### src/rtl/aes_pkg.sv
// Shared AES datapath constants and types for the ciphertext output path.
package aes_pkg;

  localparam int unsigned AES_BLK_W         = 128;
  localparam int unsigned AES_WORD_W        = 32;
  localparam int unsigned AES_WORDS_PER_BLK = 4;

  // Bit 0 is the MSB: the first ciphertext byte occupies bits [0:7].
  typedef logic [0:AES_BLK_W-1]  aes_blk_t;
  typedef logic [0:AES_WORD_W-1] aes_word_t;
  typedef logic [1:0]            word_idx_t;

  typedef enum logic {
    IDLE = 1'b0,
    SEND = 1'b1
  } out_state_e;

  localparam word_idx_t LAST_WORD_IDX = word_idx_t'(AES_WORDS_PER_BLK - 1);

  function automatic aes_word_t blk_word(input aes_blk_t blk, input word_idx_t idx);
    return blk[32'(idx) * AES_WORD_W +: AES_WORD_W];
  endfunction

endpackage

### src/rtl/aes_blk_fifo.sv
// DEPTH x 128-bit register FIFO; head entry is presented combinationally.
module aes_blk_fifo
  import aes_pkg::*;
#(
  parameter int unsigned DEPTH = 4
) (
  input  logic                         clk,
  input  logic                         rst,
  input  logic                         wr_en_i,
  input  aes_blk_t                     wr_data_i,
  input  logic                         rd_en_i,
  output aes_blk_t                     head_o,
  output logic [$clog2(DEPTH+1)-1:0]   count_o,
  output logic                         full_o,
  output logic                         empty_o
);

  localparam int unsigned PTR_W = $clog2(DEPTH);
  localparam int unsigned CNT_W = $clog2(DEPTH + 1);

  aes_blk_t         mem_q [DEPTH];
  logic [PTR_W-1:0] wr_ptr_q, wr_ptr_d;
  logic [PTR_W-1:0] rd_ptr_q, rd_ptr_d;
  logic [CNT_W-1:0] cnt_q, cnt_d;

  // Power-of-two depth lets the pointers wrap by natural overflow.
  always_comb begin
    wr_ptr_d = wr_ptr_q;
    rd_ptr_d = rd_ptr_q;
    cnt_d    = cnt_q;
    if (wr_en_i) wr_ptr_d = wr_ptr_q + PTR_W'(1);
    if (rd_en_i) rd_ptr_d = rd_ptr_q + PTR_W'(1);
    if (wr_en_i && !rd_en_i)      cnt_d = cnt_q + CNT_W'(1);
    else if (!wr_en_i && rd_en_i) cnt_d = cnt_q - CNT_W'(1);
  end

  always_ff @(posedge clk) begin
    if (rst) begin
      wr_ptr_q <= '0;
      rd_ptr_q <= '0;
      cnt_q    <= '0;
    end else begin
      wr_ptr_q <= wr_ptr_d;
      rd_ptr_q <= rd_ptr_d;
      cnt_q    <= cnt_d;
    end
  end

  // Storage is intentionally not reset.
  always_ff @(posedge clk) begin
    if (wr_en_i) mem_q[wr_ptr_q] <= wr_data_i;
  end

  assign head_o  = mem_q[rd_ptr_q];
  assign count_o = cnt_q;
  assign full_o  = (cnt_q == CNT_W'(DEPTH));
  assign empty_o = (cnt_q == '0);

endmodule

### src/rtl/aes_ct_out_buffer.sv
// Ciphertext output buffer: queues 128-bit blocks and streams them as four
// 32-bit words over a valid/ready handshake.
module aes_ct_out_buffer
  import aes_pkg::*;
#(
  parameter int unsigned DEPTH = 4
) (
  input  logic                         clk,
  input  logic                         rst,
  input  logic                         done_in,
  input  logic [0:AES_BLK_W-1]         ct_in,
  output logic                         in_ready,
  output logic                         overflow,
  output logic                         out_valid,
  input  logic                         out_ready,
  output logic [0:AES_WORD_W-1]        out_word,
  output logic                         out_last,
  output logic [$clog2(DEPTH+1)-1:0]   count
);

  localparam int unsigned CNT_W = $clog2(DEPTH + 1);

  out_state_e state_q, state_d;
  word_idx_t  widx_q, widx_d;
  logic       ovf_q, ovf_d;

  logic       fifo_full, fifo_empty;
  logic       wr_en, rd_en;
  aes_blk_t   head_blk;

  assign wr_en = done_in && !fifo_full;
  assign rd_en = (state_q == SEND) && out_ready && (widx_q == LAST_WORD_IDX);

  aes_blk_fifo #(
    .DEPTH (DEPTH)
  ) u_fifo (
    .clk       (clk),
    .rst       (rst),
    .wr_en_i   (wr_en),
    .wr_data_i (ct_in),
    .rd_en_i   (rd_en),
    .head_o    (head_blk),
    .count_o   (count),
    .full_o    (fifo_full),
    .empty_o   (fifo_empty)
  );

  // Serializer next state; IDLE watches the write so word 0 appears next cycle.
  always_comb begin
    state_d = state_q;
    widx_d  = widx_q;
    ovf_d   = ovf_q | (done_in & fifo_full);
    unique case (state_q)
      IDLE: begin
        if (!fifo_empty || wr_en) state_d = SEND;
      end
      SEND: begin
        if (out_ready) begin
          if (widx_q == LAST_WORD_IDX) begin
            widx_d = '0;
            if ((count == CNT_W'(1)) && !wr_en) state_d = IDLE;
          end else begin
            widx_d = widx_q + word_idx_t'(1);
          end
        end
      end
      default: state_d = IDLE;
    endcase
  end

  always_ff @(posedge clk) begin
    if (rst) begin
      state_q <= IDLE;
      widx_q  <= '0;
      ovf_q   <= 1'b0;
    end else begin
      state_q <= state_d;
      widx_q  <= widx_d;
      ovf_q   <= ovf_d;
    end
  end

  assign in_ready  = !fifo_full;
  assign overflow  = ovf_q;
  assign out_valid = (state_q == SEND);
  assign out_last  = out_valid && (widx_q == LAST_WORD_IDX);
  assign out_word  = out_valid ? blk_word(head_blk, widx_q) : '0;

endmodule

### config.mk
export PLATFORM = sky130hd
export DESIGN_NAME = aes_ct_out_buffer
export DESIGN_NICKNAME = d
export VERILOG_FILES = /design/src/rtl/aes_pkg.sv /design/src/rtl/aes_blk_fifo.sv /design/src/rtl/aes_ct_out_buffer.sv
export SDC_FILE = /design/constraint.sdc
export NUM_CORES = 1
export LEC_CHECK = 0
export CAP_MARGIN = 20
export CORE_ASPECT_RATIO = 0.75
export CORE_MARGIN = 2
export CORE_UTILIZATION = 45
export DETAILED_ROUTE_END_ITERATION = 16
export GPL_TIMING_DRIVEN = 0
export PLACE_DENSITY_LB_ADDON = 0.12
export SETUP_SLACK_MARGIN = 0.15
export SYNTH_ARGS = -nofsm -noshare
export SYNTH_HDL_FRONTEND = slang
export SYNTH_SLANG_ARGS = --single-unit
### constraint.sdc
create_clock -name clk -period 5.6 [get_ports clk]
set_input_delay 0.56 -clock clk [delete_from_list [all_inputs] [get_ports clk]]
set_output_delay 0.56 -clock clk [all_outputs]
set_load 0.02 [all_outputs]
==> out/summary.md <==
The share of flip-flops with an asynchronous set or reset after synthesis came out at 0. Fraction of synthesized cell area taken by the top area cell type: 0.748. The number of nets handed over by synthesis was 1254. In the routed design, unresolved DRC markers number 0. Number of global-route vias before repair: 10700. The startpoint of the lowest-slack register-to-register path was u_fifo.count_o[0]$_SDFFE_PP0P_.

After clock tree synthesis, the clock-pin slew on the worst setup and hold paths is 60 ps. The worst reg-to-reg setup slack is 2830 ps, and the post-cts sizing count is 0. In the synthesized netlist the dominant register cell turns out to be edfxtp_1. STA classifies the critical path endpoint as a primary output. For this design the ratio of total power to cell area is 349 nW/um2. After detailed routing, the number of vias per cell comes to 5.46. The run gives 0.206 as the global-route total usage across every layer.

No sink is reached through more buffers than the 3 on the longest clock path. The count of vias placed by the detailed router came out at 10700. For the H-tree depth, the log shows 2. TritonCTS built the clock tree.

The tools report the placer's final routability congestion estimate as 0.754. The synthesized-area fraction occupied by ao, oa, aoi and oai cells is 0.0595. Setup violations remaining at the end of the flow were counted as 0.

The hold violation count in the final report was 0; the net switching share of the total power was 0.225. The portion of total power attributed to the clock network is 0.370, and the post-layout worst setup margin is 1630 ps. At the placement stage, the worst setup path has a slack of 2260 ps.

The proportion of power drawn by combinational gates was 0.093. Full die area: 47400 um2. The starting utilization of the core area is 0.459, and the total internal power is 6.70 mW. The mux cell area share after synthesis came out at 0.127. The logs give 20600 um2 for the total standard cell area after synthesis and 0 for the max-cap violation count. In this run the cell area measured after placement is 23200 um2. The worst-case IR drop observed on VDD is 0.213 mV.

The total wire length after detailed routing came out at 48300 um. The worst hold path begins at overflow$_SDFF_PP0_. Detailed placement finished with a half-perimeter wire length of 31100 um. For the post-synthesis cell count, the log shows 1112. The maximum number of pins on one net before global-route repair was 55. By area, the combinational part of the netlist is dominated by multiplexers. After detailed routing, the average wire length per cell comes to 24.6 um. The number of cells on the worst reg-to-reg path is 6.

Number of antenna violations at the first check in global routing: 0. The logs give 3410 ps for the arrival time reported for the critical path endpoint and 0 for the number of buffers added for setup after CTS. The finished cells cover 24800 um2. The routed design could run at a clock period as short as 3970 ps. The run gives 0 as the total congestion overflow after global routing.

By count the netlist is led by edfxtp_1 (512), mux2i_1 (240), a22oi_1 (110). The run finished with clean final reports. The clock drives 525 sinks. The area growth from synthesis to layout is 20.4%.

Cell taking the most area after synthesis: edfxtp_1. Library cell used as clock root buffer: clkbuf_16. The number of routed nets with antenna violations is 0.

The measured slew at the worst slew-check pin was 1010 ps; the share of the synthesized netlist area taken by xor and xnor gates was 0.00213. Counting instances, the worst hold path has a depth of 2. A synthesized cell averages 18.5 um2. The fraction of the cycle the final worst path needs is 0.710. Number of distinct standard cells referenced by the synthesized netlist: 33. Input and output buffers added on the ports amount to 170. The startpoint type of the worst setup path is a flip-flop. Yosys mapped a number of flops with a built-in enable equal to 512. The proportion of power drawn by flip-flops and latches came out at 0.537.

The hold-critical path endpoint was overflow$_SDFF_PP0_. For the final database, setup skew stands at 11.7 ps. In this run, the number of DRC markers left after iteration 0 of detailed routing was 947. The tools report the relative max-transition margin as 0.329. In this run the worst path has a maximum fanout of 10.

Measured along the x axis, the die boundary spans 251 um. The tools report the number of iterations in the first detailed-routing pass as 5. By instance count, the leading cell after synthesis is edfxtp_1. At the end of the flow, the number of nets in the layout was 1486. The fraction of layout cells with a size suffix above 1 was 0.100; the standby leakage power was 7.75 nW. The endpoint identified for the worst register-to-register timing path is u_fifo.mem_q[2][15]$_DFFE_PP_. Clock latency reported for the late side of the worst-skew pair: 580 ps.

The portion of the post-synthesis area used by sequential elements is 0.760. The synthesized-area fraction occupied by adder cells was 0.00608; the number of primary I/O pins was 171. From bottom edge to top edge, the die measures 189 um. The initialized floorplan defines 67 standard-cell rows.

For this design the total switching power over the nets is 1.94 mW. In the post-synthesis netlist, the biggest area contributors are edfxtp_1 (75%), mux2i_1 (12%), a22oi_1 (4.0%), dfxtp_1 (1.3%), buf_12 (1.2%). The post-synthesis share of cell area spent on and, or, nand and nor gates was 0.0173. The critical path is of the flip-flop to primary output type. The global-route wire length before repair was 71100 um; the clock buffer count from CTS was 52. Setup repair after global routing left no endpoint under its margin. The run gives 44800 um2 as the floorplan core area. Counting the fill cells in the layout gives 3492. Class of the most critical hold timing path: flip-flop to flip-flop. After clock tree synthesis, the flow added hold-fix buffers numbering 0. Derived from the worst setup path, the maximum achievable clock frequency is 252 MHz. Synthesis inferred 525 register bits. 0 antenna diodes ended up in the layout. STA puts the critical path data required time at 5040 ps. The warning count from the yosys run is 0, and the number of max-slew violations in the final report is 0.
==> logic make-up (layout without fill, tap and decap cells) <==
group / Yosys count / in the layout
multiplexers: 249 / 249
flip-flops: 525 / 525
adder cells (fa/ha/maj): 10 / 10
AO/OA/AOI/OAI: 169 / 169
buffers and inverters: 68 / 334
AND/OR/NAND/NOR: 86 / 86
XOR/XNOR: 5 / 5
==> worst max-delay path: stages (launching register included) <==
cell,delay (ps)
dfxtp_1,400
nand2_1,260
clkbuf_1,590
buf_1,610
o22ai_1,320
clkdlybuf4s50_1,630
==> routing by layer <==
metal	global-route usage	up-vias	wire (um)
met2	0.300	289	21200
met5	0	-	0
met3	0.0346	55	2830
li1	-	4923	-
met4	0.0567	0	910
met1	0.320	5454	23400
==> area by class of cell <==
class | instances | area (um2) | area share
plain buffers | 61 | 551 | 0.0222
multi-input cells | 519 | 4360 | 0.176
flip-flops and latches | 525 | 15600 | 0.632
inverters | 7 | 26.3 | 0.00106
clock buffers | 67 | 1380 | 0.0557
clock inverters | 21 | 146 | 0.00591
repair buffers | 178 | 1920 | 0.0776
well taps | 586 | 733 | 0.0296
==> power groups by stage <==
stage	Sequential (mW)	Combinational, mW	Clock, mW
final	4.64	0.802	3.20
after global routing	4.66	0.871	3.43
after CTS	4.64	0.812	3.27
after detailed placement	4.72	0.808	0
after global placement	4.78	0.764	0
after floorplan	4.75	0.369	0
==> registers in the layout, indices dropped and copies added, names as in the netlist, named ones only <==
| signal | flops |
|---|---|
| out_valid | 1 |
| overflow | 1 |
| u_fifo.count_o | 3 |
| u_fifo.mem_q | 512 |
| u_fifo.rd_ptr_q | 2 |
| u_fifo.wr_ptr_q | 2 |
| widx_q | 2 |
==> cell usage in the layout (no fill, tap or decap), types with 2 or more instances in the layout <==
cell type / count
buf_8: 2
a21oi_1: 5
ha_1: 10
a22oi_1: 110
buf_2: 20
clkinv_1: 12
a221oi_1: 4
bufinv_16: 2
clkdlybuf4s50_1: 170
buf_16: 8
buf_1: 2
mux2i_1: 240
buf_12: 12
and2_1: 2
and2_4: 4
inv_1: 7
buf_4: 7
edfxtp_1: 512
nand3_1: 2
clkinv_2: 5
nor2b_1: 2
dfxtp_1: 13
nor2_1: 13
clkbuf_16: 53
o21ai_1: 18
a221oi_2: 5
buf_6: 7
nand2_1: 59
xor2_1: 4
mux4_2: 9
o22ai_1: 24
clkbuf_1: 25
==> worst max path at each step <==
stage,from,end,depth (start not counted)
2_1_floorplan,u_fifo.count_o[0]$_SDFFE_PP0P_,u_fifo.mem_q[1][0]$_DFFE_PP_,4
3_3_place_gp,done_in,u_fifo.mem_q[2][87]$_DFFE_PP_,3
3_5_place_dp,out_valid$_SDFF_PP0_,out_word[23],5
4_1_cts,out_valid$_SDFF_PP0_,out_word[23],5
5_1_grt,out_valid$_SDFF_PP0_,out_word[23],5
6_report,out_valid$_SDFF_PP0_,out_word[23],5
==> per-stage QoR <==
step / util / power [mW] / instances / hold slack, ps / setup TNS, ps
after floorplan: - / 5.12 / 1112 / 455 / 0
after global placement: 0.513 / 5.55 / 1868 / 451 / -866770
after detailed placement: 0.518 / 5.53 / 1876 / 473 / 0
after CTS: 0.552 / 8.73 / 1964 / 483 / 0
after global routing: 0.552 / 8.96 / 1964 / 530 / 0
final: 0.552 / 8.65 / 1964 / 477 / 0
(Power assumes the default switching activity.)
